## src/rtl/bit_stream_serializer_pkg.sv

```systemverilog
// Shared types and helpers for the bit stream serializer.
package bit_stream_serializer_pkg;

  typedef enum logic {
    ST_IDLE  = 1'b0,
    ST_SHIFT = 1'b1
  } state_t;

  // Counter width for a modulus of n, never narrower than one bit.
  function automatic int cnt_w(input int n);
    return (n <= 2) ? 1 : $clog2(n);
  endfunction

endpackage

```

## src/rtl/bit_stream_serializer_tick_divider.sv

```systemverilog
// Bit-period divider: counts 0..DIV-1 while enabled, flags period start and wrap.
module tick_divider
  import bit_stream_serializer_pkg::*;
#(
  parameter int DIV = 1
) (
  input  logic clk,
  input  logic reset,
  input  logic i_en,
  input  logic i_restart,
  output logic o_tick,
  output logic o_start
);

  localparam int DW = cnt_w(DIV);
  localparam logic [DW-1:0] LAST = DW'(DIV - 1);

  logic [DW-1:0] r_divcnt;

  always_ff @(posedge clk or posedge reset) begin
    if (reset) begin
      r_divcnt <= '0;
    end else if (i_restart || !i_en || o_tick) begin
      r_divcnt <= '0;
    end else begin
      r_divcnt <= r_divcnt + DW'(1);
    end
  end

  assign o_tick  = (r_divcnt == LAST);
  assign o_start = (r_divcnt == '0);

endmodule

```

## src/rtl/bit_stream_serializer.sv

```systemverilog
// Parallel-in/serial-out serializer with a one-word holding buffer for gap-free streaming.
module bit_stream_serializer
  import bit_stream_serializer_pkg::*;
#(
  parameter int WIDTH     = 8,
  parameter int DIV       = 1,
  parameter int MSB_FIRST = 1
) (
  input  logic             clk,
  input  logic             reset,
  input  logic             load_valid,
  input  logic [WIDTH-1:0] load_data,
  output logic             load_ready,
  output logic             bit_out,
  output logic             bit_valid,
  output logic             busy,
  output logic             word_done
);

  localparam int BW = cnt_w(WIDTH);
  localparam logic [BW-1:0] LAST_BIT = BW'(WIDTH - 1);

  state_t           r_state;
  state_t           w_state_nxt;
  logic [WIDTH-1:0] r_buf;
  logic [WIDTH-1:0] r_shift;
  logic             r_buf_full;
  logic [BW-1:0]    r_bitcnt;
  logic             w_accept;
  logic             w_load;
  logic             w_shift;
  logic             w_tick;
  logic             w_start;

  assign w_accept = load_valid && !r_buf_full;

  tick_divider #(.DIV(DIV)) u_tick (
    .clk       (clk),
    .reset     (reset),
    .i_en      (r_state == ST_SHIFT),
    .i_restart (w_load),
    .o_tick    (w_tick),
    .o_start   (w_start)
  );

  always_ff @(posedge clk or posedge reset) begin
    if (reset) r_state <= ST_IDLE;
    else       r_state <= w_state_nxt;
  end

  always_comb begin
    w_state_nxt = r_state;
    w_load      = 1'b0;
    w_shift     = 1'b0;
    case (r_state)
      ST_IDLE: begin
        if (r_buf_full) begin
          w_load      = 1'b1;
          w_state_nxt = ST_SHIFT;
        end
      end
      ST_SHIFT: begin
        if (w_tick) begin
          if (r_bitcnt != LAST_BIT) w_shift = 1'b1;
          else if (r_buf_full)      w_load  = 1'b1;
          else                      w_state_nxt = ST_IDLE;
        end
      end
      default: w_state_nxt = ST_IDLE;
    endcase
  end

  // Accept takes priority so a write landing on a drain edge keeps the buffer full.
  always_ff @(posedge clk or posedge reset) begin
    if (reset) begin
      r_buf      <= '0;
      r_buf_full <= 1'b0;
      r_shift    <= '0;
      r_bitcnt   <= '0;
    end else begin
      if (w_accept) begin
        r_buf      <= load_data;
        r_buf_full <= 1'b1;
      end else if (w_load) begin
        r_buf_full <= 1'b0;
      end
      if (w_load) begin
        r_shift  <= r_buf;
        r_bitcnt <= '0;
      end else if (w_shift) begin
        if (MSB_FIRST != 0) r_shift <= {r_shift[WIDTH-2:0], 1'b0};
        else                r_shift <= {1'b0, r_shift[WIDTH-1:1]};
        r_bitcnt <= r_bitcnt + BW'(1);
      end
    end
  end

  assign load_ready = !r_buf_full;
  assign bit_out    = (MSB_FIRST != 0) ? r_shift[WIDTH-1] : r_shift[0];
  assign busy       = (r_state == ST_SHIFT);
  assign bit_valid  = busy && w_start;
  assign word_done  = bit_valid && (r_bitcnt == LAST_BIT);

endmodule

```

## config.mk

```make
export PLATFORM = sky130hd
export DESIGN_NAME = bit_stream_serializer
export DESIGN_NICKNAME = d
export VERILOG_FILES = /design/src/rtl/bit_stream_serializer_pkg.sv /design/src/rtl/bit_stream_serializer_tick_divider.sv /design/src/rtl/bit_stream_serializer.sv
export SDC_FILE = /design/constraint.sdc
export NUM_CORES = 1
export LEC_CHECK = 0
export ABC_CLOCK_PERIOD_IN_PS = 1600
export BUFFER_PORTS_ARGS = -buffer_cell sky130_fd_sc_hd__buf_2
export CAP_MARGIN = 10
export CORE_MARGIN = 2
export CORE_UTILIZATION = 51
export CTS_BUF_LIST = sky130_fd_sc_hd__clkbuf_2
export DETAILED_ROUTE_END_ITERATION = 7
export MAX_ROUTING_LAYER = met4
export PLACE_DENSITY = 0.87
export REMOVE_ABC_BUFFERS = 1
export SYNTH_ARGS = -nofsm -noshare
export SYNTH_HDL_FRONTEND = slang
export SYNTH_HIERARCHICAL = 1
export SYNTH_SLANG_ARGS = --single-unit
```

## constraint.sdc

```tcl
create_clock -name clk -period 1.6 [get_ports clk]
set_input_delay 0.08 -clock clk [delete_from_list [all_inputs] [get_ports clk]]
set_output_delay 0.08 -clock clk [all_outputs]
set_load 0.1 [all_outputs]
```

* After elaboration in Yosys (flattened, before gate mapping)
Index checks and enable logic that the tools add are counted.
** Word-level totals
- Bits in registers :: 22
- Bits in latches :: 0
- RAM bits :: 0
- Bits in read-only memories :: 0
- Bits of input ports :: 11
- Output and inout bits :: 5
- Word-level logic and storage cells :: 38
- Memories :: 0
** Cells by class
- Add/subtract/negate cells :: 2
- $mul :: 0
- Divide/modulo/power cells :: 0
- Order comparisons :: 0
- Eq/ne operators :: 2
- Shift-type cells :: 0
- Mux-type cells :: 17
- Bitwise gates (word level) :: 2
- Reduce and logical (&&, ||, !) cells :: 9
** Operators by type and width (number)
- two-way mux 8 bit :: 2
- two-way mux 1 bit :: 11
- two-way mux 3 bit :: 2
- one-hot mux 1 bit (2 select lines) :: 2
- nonzero test 2 bit :: 2
- adder 3 x 1 -> 3 bit (second input constant) :: 1
- equality test 3 bit (second input constant) :: 1
- logical AND 1 bit :: 3
- != test 3 bit (second input constant) :: 1
- zero test 1 bit :: 2
- logical OR 1 bit :: 2
- inverter 1 bit :: 2
- adder 1 bit (second input constant) :: 1

* Logic depth before layout (Yosys ltp)
Gate-level depths: netlist (run 1).
- Depth in word-level cells :: 7
- Mapped depth :: 7

* Cells and area by module
Netlist (run 1), hierarchy kept.
** Modules (own cells, without submodules)
- bit_stream_serializer :: times used 1, cells each 78, area each 948.4 um2
- tick_divider :: times used 1, cells each 5, area each 43.8 um2

* Worst setup path after synthesis (run 1)
Ideal clock, no wire load.
- Kind :: reg-to-output
- Start point :: reg r_state (netlist: busy)
- End point :: out bit_valid
- Data arrival time :: 1.807 ns
- Path slack :: -0.287 ns
- Cell stages (with the launch flop) :: 2
- Buffers on the path :: 0
- Cells stage by stage :: dfrtp_1 -> and2_1
** On the way
- Longest elaborated chain between the ends :: 1
** Ends and longest elaborated chain
- start: declaration :: RTL line bit_stream_serializer.sv:23 : state_t r_state;
- start signal: assignment :: RTL line bit_stream_serializer.sv:48 : else r_state <= w_state_nxt;
- logical AND 1 bit :: RTL line bit_stream_serializer.sv:101 : assign bit_valid = busy && w_start;
- end: declaration :: RTL line bit_stream_serializer.sv:15 : output logic bit_valid,
No other way between the ends.

* Worst setup path after layout (run 1)
- Start point :: reg r_bitcnt[0]
- End point :: out word_done
** On the way
- Longest elaborated chain between the ends :: 2
** Ends and longest elaborated chain
- start: declaration :: RTL line bit_stream_serializer.sv:28 : logic [BW-1:0] r_bitcnt;
- start signal: assignment :: RTL line bit_stream_serializer.sv:93 : r_bitcnt <= r_bitcnt + BW'(1);
- equality test 3 bit :: RTL line bit_stream_serializer.sv:102 : assign word_done = bit_valid && (r_bitcnt == LAST_BIT);
- logical AND 1 bit :: RTL line bit_stream_serializer.sv:102
- end: declaration :: RTL line bit_stream_serializer.sv:17 : output logic word_done
No other way between the ends.

==> flow_metrics.tcl, run 1 <==
set metrics [dict create \
    status "completed" \
    clockRootBuffer "clkbuf_2" \
    drc 0 \
    start_util_pct 55.6 \
    via_count 687 \
    synthCells 83 \
    drv_cap 0 \
    wl_met2_um 959 \
    critPathMaxStageDelay_ns 0.44 \
    synth_common_cells "dfrtp_1, mux2i_1, a21oi_1, mux2_2, nor3_1" \
    hold_viol 0 \
    ys_ff_latch 22 \
    die_y_um 48.1 \
    clock_sinks 22 \
    worstPathArrival_ns 1.47 \
    slew_violations 0 \
    cts_buffers 3 \
    synth_edf_count 0 \
    holdWs_ns 0.116 \
    yosysTopAreaCellShare_pct 55.5 \
    post_cts_buffers 0 \
    finalCritPeriodShare_pct 96.9 \
    r2r_start "r_bitcnt[0]" \
    fin_worst_skew_ns 0.0180 \
    synth.most_common_cell "dfrtp_1" \
    worstRegToRegCells 6 \
    grt_first_pass_wirelength_um 3140 \
    netlist_area_sq_um 992 \
    crit_fanout 2 \
    gp_congestion 0.714 \
    period_needed_ns 1.55 \
    setup_violations 0 \
    cts_tree "done" \
    first_global_vias 742 \
    required_ns 1.52 \
    netlist_top_cells_area "dfrtp_1, mux2i_1, mux2_2" \
    drtIter0Drc 1 \
    fmax_ghz 0.645 \
    synth_cell_types 25 \
    viasPerCell 5.01 \
    row_count 15 \
    r2r_slack_ns 0.11 \
    area_growth_pct 27.1 \
    reg2reg_to "r_bitcnt[2]" \
    design.die.area_sq_um 2310 \
    final_nets 127 \
    wl_met3_um 50 \
    start_kind "flip-flop" \
    power_leakage_nw 0.611 \
    drive_gt1_share_pct 32.1 \
    dpl.cell_count 123 \
    grt_max_degree 22 \
    hold_class "in -> async" \
    htreeDepth 1 \
    peakVddDrop_mv 0.967 \
    ys.warnings.count 6 \
    end_kind "primary output" \
    seq_area_frac_synth_pct 55.5 \
    top_layer "met4" \
    core_sq_um 1780 \
    routed_wl_um 1850 \
    detailed_place_hpwl_um 1220 \
    clk_latency_ns 0.34 \
    crit_chain "ha_2 > ha_4 > and3_4 > buf_12" \
    io_pins 16 \
    grt_remaining_overflow 0 \
    wire_per_inst_um 13.5 \
    grt_usage_pct 21.1 \
    io_buffers 15 \
    ys_async_sr_fraction_pct 100 \
    clock_path_buffers 2 \
    die_w_um 48.1 \
    design_area_sq_um 1260 \
    synth_area_leader_cell "dfrtp_1" \
    clkSlewWorstSetupHoldPaths_ns 0.21 \
    avgSynthCellArea_sq_um 12.0 \
    layout.cells.non_filler 137 \
    ant_nets 0 \
    cp_slowest_cell "dfrtp_1" \
    drt-met1-wl_um 749 \
    n_antenna_cell 0 \
    firstDrtPassIters 3 \
    critPathKind "reg -> out" \
    grt_antenna_before_repair 0 \
    p_per_area_nw_per_um2 1610 \
    dpl_cell_area_sq_um 1100 \
    synth_ff_type "dfrtp_1" \
]
==> state kept, by name (all words and copies together), names as in the netlist <==
register and flops:
r_buf 8, busy 1, r_buf_full 1, u_tick/r_divcnt 1
r_bitcnt 3, r_shift 8
==> through the flow <==
step | power, mW | util (%) | TNS [ns] | worst slack [ns]
CTS | 2.00 | 68.9 | -0.0594 | -0.0594
detailed placement | 1.76 | 61.5 | -0.0308 | -0.0234
global route | 2.17 | 70.7 | -0.00960 | -0.00960
floorplan | 1.56 | - | -5.25 | -0.436
finish | 2.03 | 70.7 | 0 | 0.0500
global placement | 1.69 | 61.5 | 0 | 0.0702
==> power breakdown <==
group          internal (mW)  switching (mW)
logic                  0.361           0.506
registers              0.794           0.143
clock network         0.0543           0.166
total                   1.21           0.816
==> critical path: cells and delay by family (launching register included) <==
kind	cells	cell delay (ns)
adders and majority gates	2	0.36
buffers and inverters	1	0.16
and+or+nand+nor	1	0.17
DFF	1	0.44
==> how the worst max path moves through the flow <==
stage                           start     endpoint  slack, ns  cells after the start
after CTS                 r_bitcnt[0]    word_done      -0.06                      4
after detailed placement  r_bitcnt[0]  r_bitcnt[2]      -0.02                      6
after floorplan                  busy   r_shift[7]      -0.44                      3
after global routing       r_buf_full   load_ready      -0.01                      2
after global placement    r_bitcnt[0]  r_bitcnt[2]       0.07                      6
final                     r_bitcnt[0]    word_done       0.05                      4
==> final cells by class <==
| class | instances | area (sq um) |
|---|---|---|
| Clock buffer | 3 | 15.0 |
| Multi-Input combinational cell | 51 | 409 |
| Timing Repair Buffer | 29 | 229 |
| Fill cell | 134 | 522 |
| Tap cell | 25 | 31.3 |
| Clock inverter | 1 | 3.75 |
| Inverter | 6 | 22.5 |
| Sequential cell | 22 | 551 |
==> routing by layer <==
| layer | up-vias | track usage [%] |
|---|---|---|
| met5 | - | - |
| met4 | 0 | 15.7 |
| met3 | 11 | 4.44 |
| met2 | 20 | 32.0 |
| met1 | 319 | 24.5 |
| li1 | 337 | - |
==> cell families (layout without fill, tap and decap cells) <==
family,after synthesis,count (layout),synth area share (%)
flip-flops,22,22,55.5
XOR/XNOR,1,1,0.883
AND/OR/NAND/NOR,19,19,9.84
other,1,1,0.378
buffers and inverters,10,39,5.42
AO/OA/AOI/OAI,11,11,7.19
multiplexers,16,16,17.0
adder cells (fa/ha/maj),3,3,3.78
==> placed cells by master (no fill, tap or decap) <==
cell | Yosys | layout
nor2b_1 | 1 | 1
clkbuf_4 | 0 | 2
or2_2 | 1 | 1
xor2_1 | 1 | 1
dfrtp_1 | 22 | 22
buf_4 | 2 | 3
a21oi_1 | 7 | 7
nand2b_2 | 0 | 1
conb_1 | 1 | 1
buf_2 | 1 | 12
and2_1 | 1 | 1
inv_2 | 1 | 1
mux2_2 | 7 | 7
nor2_1 | 5 | 5
ha_2 | 0 | 1
ha_4 | 0 | 1
nand3b_1 | 1 | 1
inv_1 | 4 | 4
dlygate4sd3_1 | 0 | 10
nor3_1 | 7 | 7
a21boi_4 | 1 | 1
o211ai_1 | 1 | 1
clkinv_1 | 1 | 2
clkbuf_2 | 0 | 3
nand2_1 | 1 | 1
o21ai_0 | 2 | 2
ha_1 | 3 | 1
and3_4 | 0 | 1
mux2i_1 | 9 | 9
buf_6 | 1 | 1
buf_12 | 0 | 1
==> what timing repair did <==
item / 4_1_cts / 5_1_grt
hold buffers: 10 / 0
pin swaps: 0 / 1
endpoints found under the hold margin: 31 / 0
resized for setup: 4 / 8
setup endpoints to repair: 10 / 14
gates cloned: 0 / 0
Note: power is estimated with default switching activity, not from simulation.
==> inputs of run 2 (changes only) <==
- BUFFER_PORTS_ARGS: -buffer_cell sky130_fd_sc_hd__buf_2 -> not set
- CORE_UTILIZATION: 51 -> 57
- DONT_BUFFER_PORTS: not set -> 1
- HOLD_SLACK_MARGIN: not set -> 0.02
- PLACE_DENSITY: 0.87 -> 0.86
- TNS_END_PERCENT: not set -> 5
==> run 2 against run 1 <==
- clock power fell by 2%
- largest power group unchanged
- fmax rose by 0.58%
- worst setup slack improved by 0.0090 ns
- register-to-register slack got worse by 0.02 ns
- global-route usage barely moved
==> flow_metrics.tcl, run 2 (synthesis gave the netlist of run 1 again) <==
set metrics [dict create \
    core_sq_um 1690 \
    drc 0 \
    crit_chain "ha_2 > ha_2 > and3_4 > buf_12" \
    finalPower_mw 2.04 \
    hold_viol 0 \
    cts_tree "done" \
    multi_input_area_sq_um 399 \
    dpl_cell_area_sq_um 1070 \
    clkSlewWorstSetupHoldPaths_ns 0.20 \
    io_pins 16 \
    clk_latency_ns 0.33 \
    critPathKind "reg -> out" \
    detailed_place_hpwl_um 1100 \
    required_ns 1.52 \
    finalCritPeriodShare_pct 96.3 \
    crit_start "r_bitcnt[0]" \
    end_kind "primary output" \
    drive_gt1_share_pct 26.0 \
    die_w_um 45.7 \
    utilization_pct 72.4 \
    tightest_slew_ns 0.757 \
    layout_common_cells "dfrtp_1, dlygate4sd3_1, mux2i_1" \
    seqCellArea_sq_um 551 \
    cts_buffers 3 \
    viasPerCell 5.48 \
    via_count 663 \
    top_regs "r_buf (8), r_shift (8), r_bitcnt (3)" \
    design_area_sq_um 1220 \
    grt_antenna_before_repair 0 \
    fillers 121 \
    row_count 15 \
    start_kind "flip-flop" \
    io_buffers 0 \
    peakVddDrop_mv 1.31 \
    grt_remaining_overflow 0 \
    first_global_vias 657 \
    tns_ns 0 \
    start_util_pct 58.7 \
    hold_start "load_valid" \
    drtIter0Drc 4 \
    slew_violations 0 \
    fin_worst_skew_ns 0.00793 \
    path_buf_inv 1 \
    rsz0062_at_grt "no" \
    htreeDepth 1 \
    final_common_cell "dfrtp_1" \
    r2r_start "r_bitcnt[0]" \
    fmax_ghz 0.649 \
    n_antenna_cell 0 \
    worst_path_most_repeated_cell "ha_2" \
    crit_family "flip-flops" \
    wire_per_inst_um 14.2 \
    p_per_area_nw_per_um2 1670 \
    cp_slowest_cell "dfrtp_1" \
    routed_wl_um 1720 \
    power_leakage_nw 0.586 \
    drv_cap 0 \
    clockRootBuffer "clkbuf_2" \
    grt_max_degree 22 \
    status "completed" \
    slew_headroom_pct 49.5 \
    crit_fanout 2 \
    clock_path_buffers 2 \
    design.die.area_sq_um 2090 \
    worstPathArrival_ns 1.46 \
    die_y_um 45.7 \
    gp_congestion 0.766 \
    grt_usage_pct 21.1 \
    ant_nets 0 \
    critPathMaxStageDelay_ns 0.43 \
    final_nets 119 \
    area_growth_pct 23.2 \
    grt_first_pass_wirelength_um 2870 \
    setup_violations 0 \
    firstDrtPassIters 4 \
    clock_sinks 22 \
    holdWs_ns 0.138 \
    hold_class "in -> reg" \
    period_needed_ns 1.54 \
]
run 2: layout make-up:
class / instances / area share, %
Sequential cell: 22 / 45.0
Multi-Input combinational cell: 51 / 32.7
Timing Repair Buffer: 21 / 17.2
Inverter: 6 / 1.84
Tap cell: 17 / 1.74
Clock buffer: 3 / 1.23
Clock inverter: 1 / 0.307
run 2: what timing repair did:
item / in CTS / in global routing
endpoints found under the setup margin: 6 / 2
hold endpoints to repair: 31 / 0
hold buffers: 11 / 0
gates resized for setup: 3 / 1
buffers inserted: 1 / 1
run 2: routing by layer:
layer / track usage, % / share of wire (%) / vias up
met5: - / 0 / -
met4: 10.3 / 2.3 / 0
met3: 3.57 / 4.0 / 5
met2: 35.8 / 53 / 15
met1: 23.9 / 41 / 322
li1: - / - / 321
run 2: worst paths after layout:
kind	to	slack (ns)	cells after the start
max	word_done	0.06	4
min	r_buf[0]	0.14	3
max reg2reg	r_shift[6]	0.09	6
min reg2reg	r_buf[1]	0.53	1
max in group asynchronous	r_buf[1]	0.81	2
min in group asynchronous	r_bitcnt[1]	0.32	2
run 2: report_power, final:
group / switching (mW) / internal (mW) / leakage [nW]
clock network: 0.162 / 0.0543 / 0.0140
logic: 0.511 / 0.387 / 0.308
registers: 0.128 / 0.794 / 0.264
total: 0.801 / 1.24 / 0.586
run 2: worst reg2reg max path: stages (launching register included):
cell and delay (ns):
dfrtp_1 0.43, ha_2 0.20, ha_2 0.18, nand3b_1 0.14, buf_4 0.20, mux2i_1 0.19, a21oi_1 0.09
run 2: through the flow:
step,std cells,worst slack (ns)
detailed placement,104,-0.0254
global placement,104,0.0796
floorplan,79,-0.436
finish,121,0.0590
CTS,120,0.00667
global route,121,0.00428
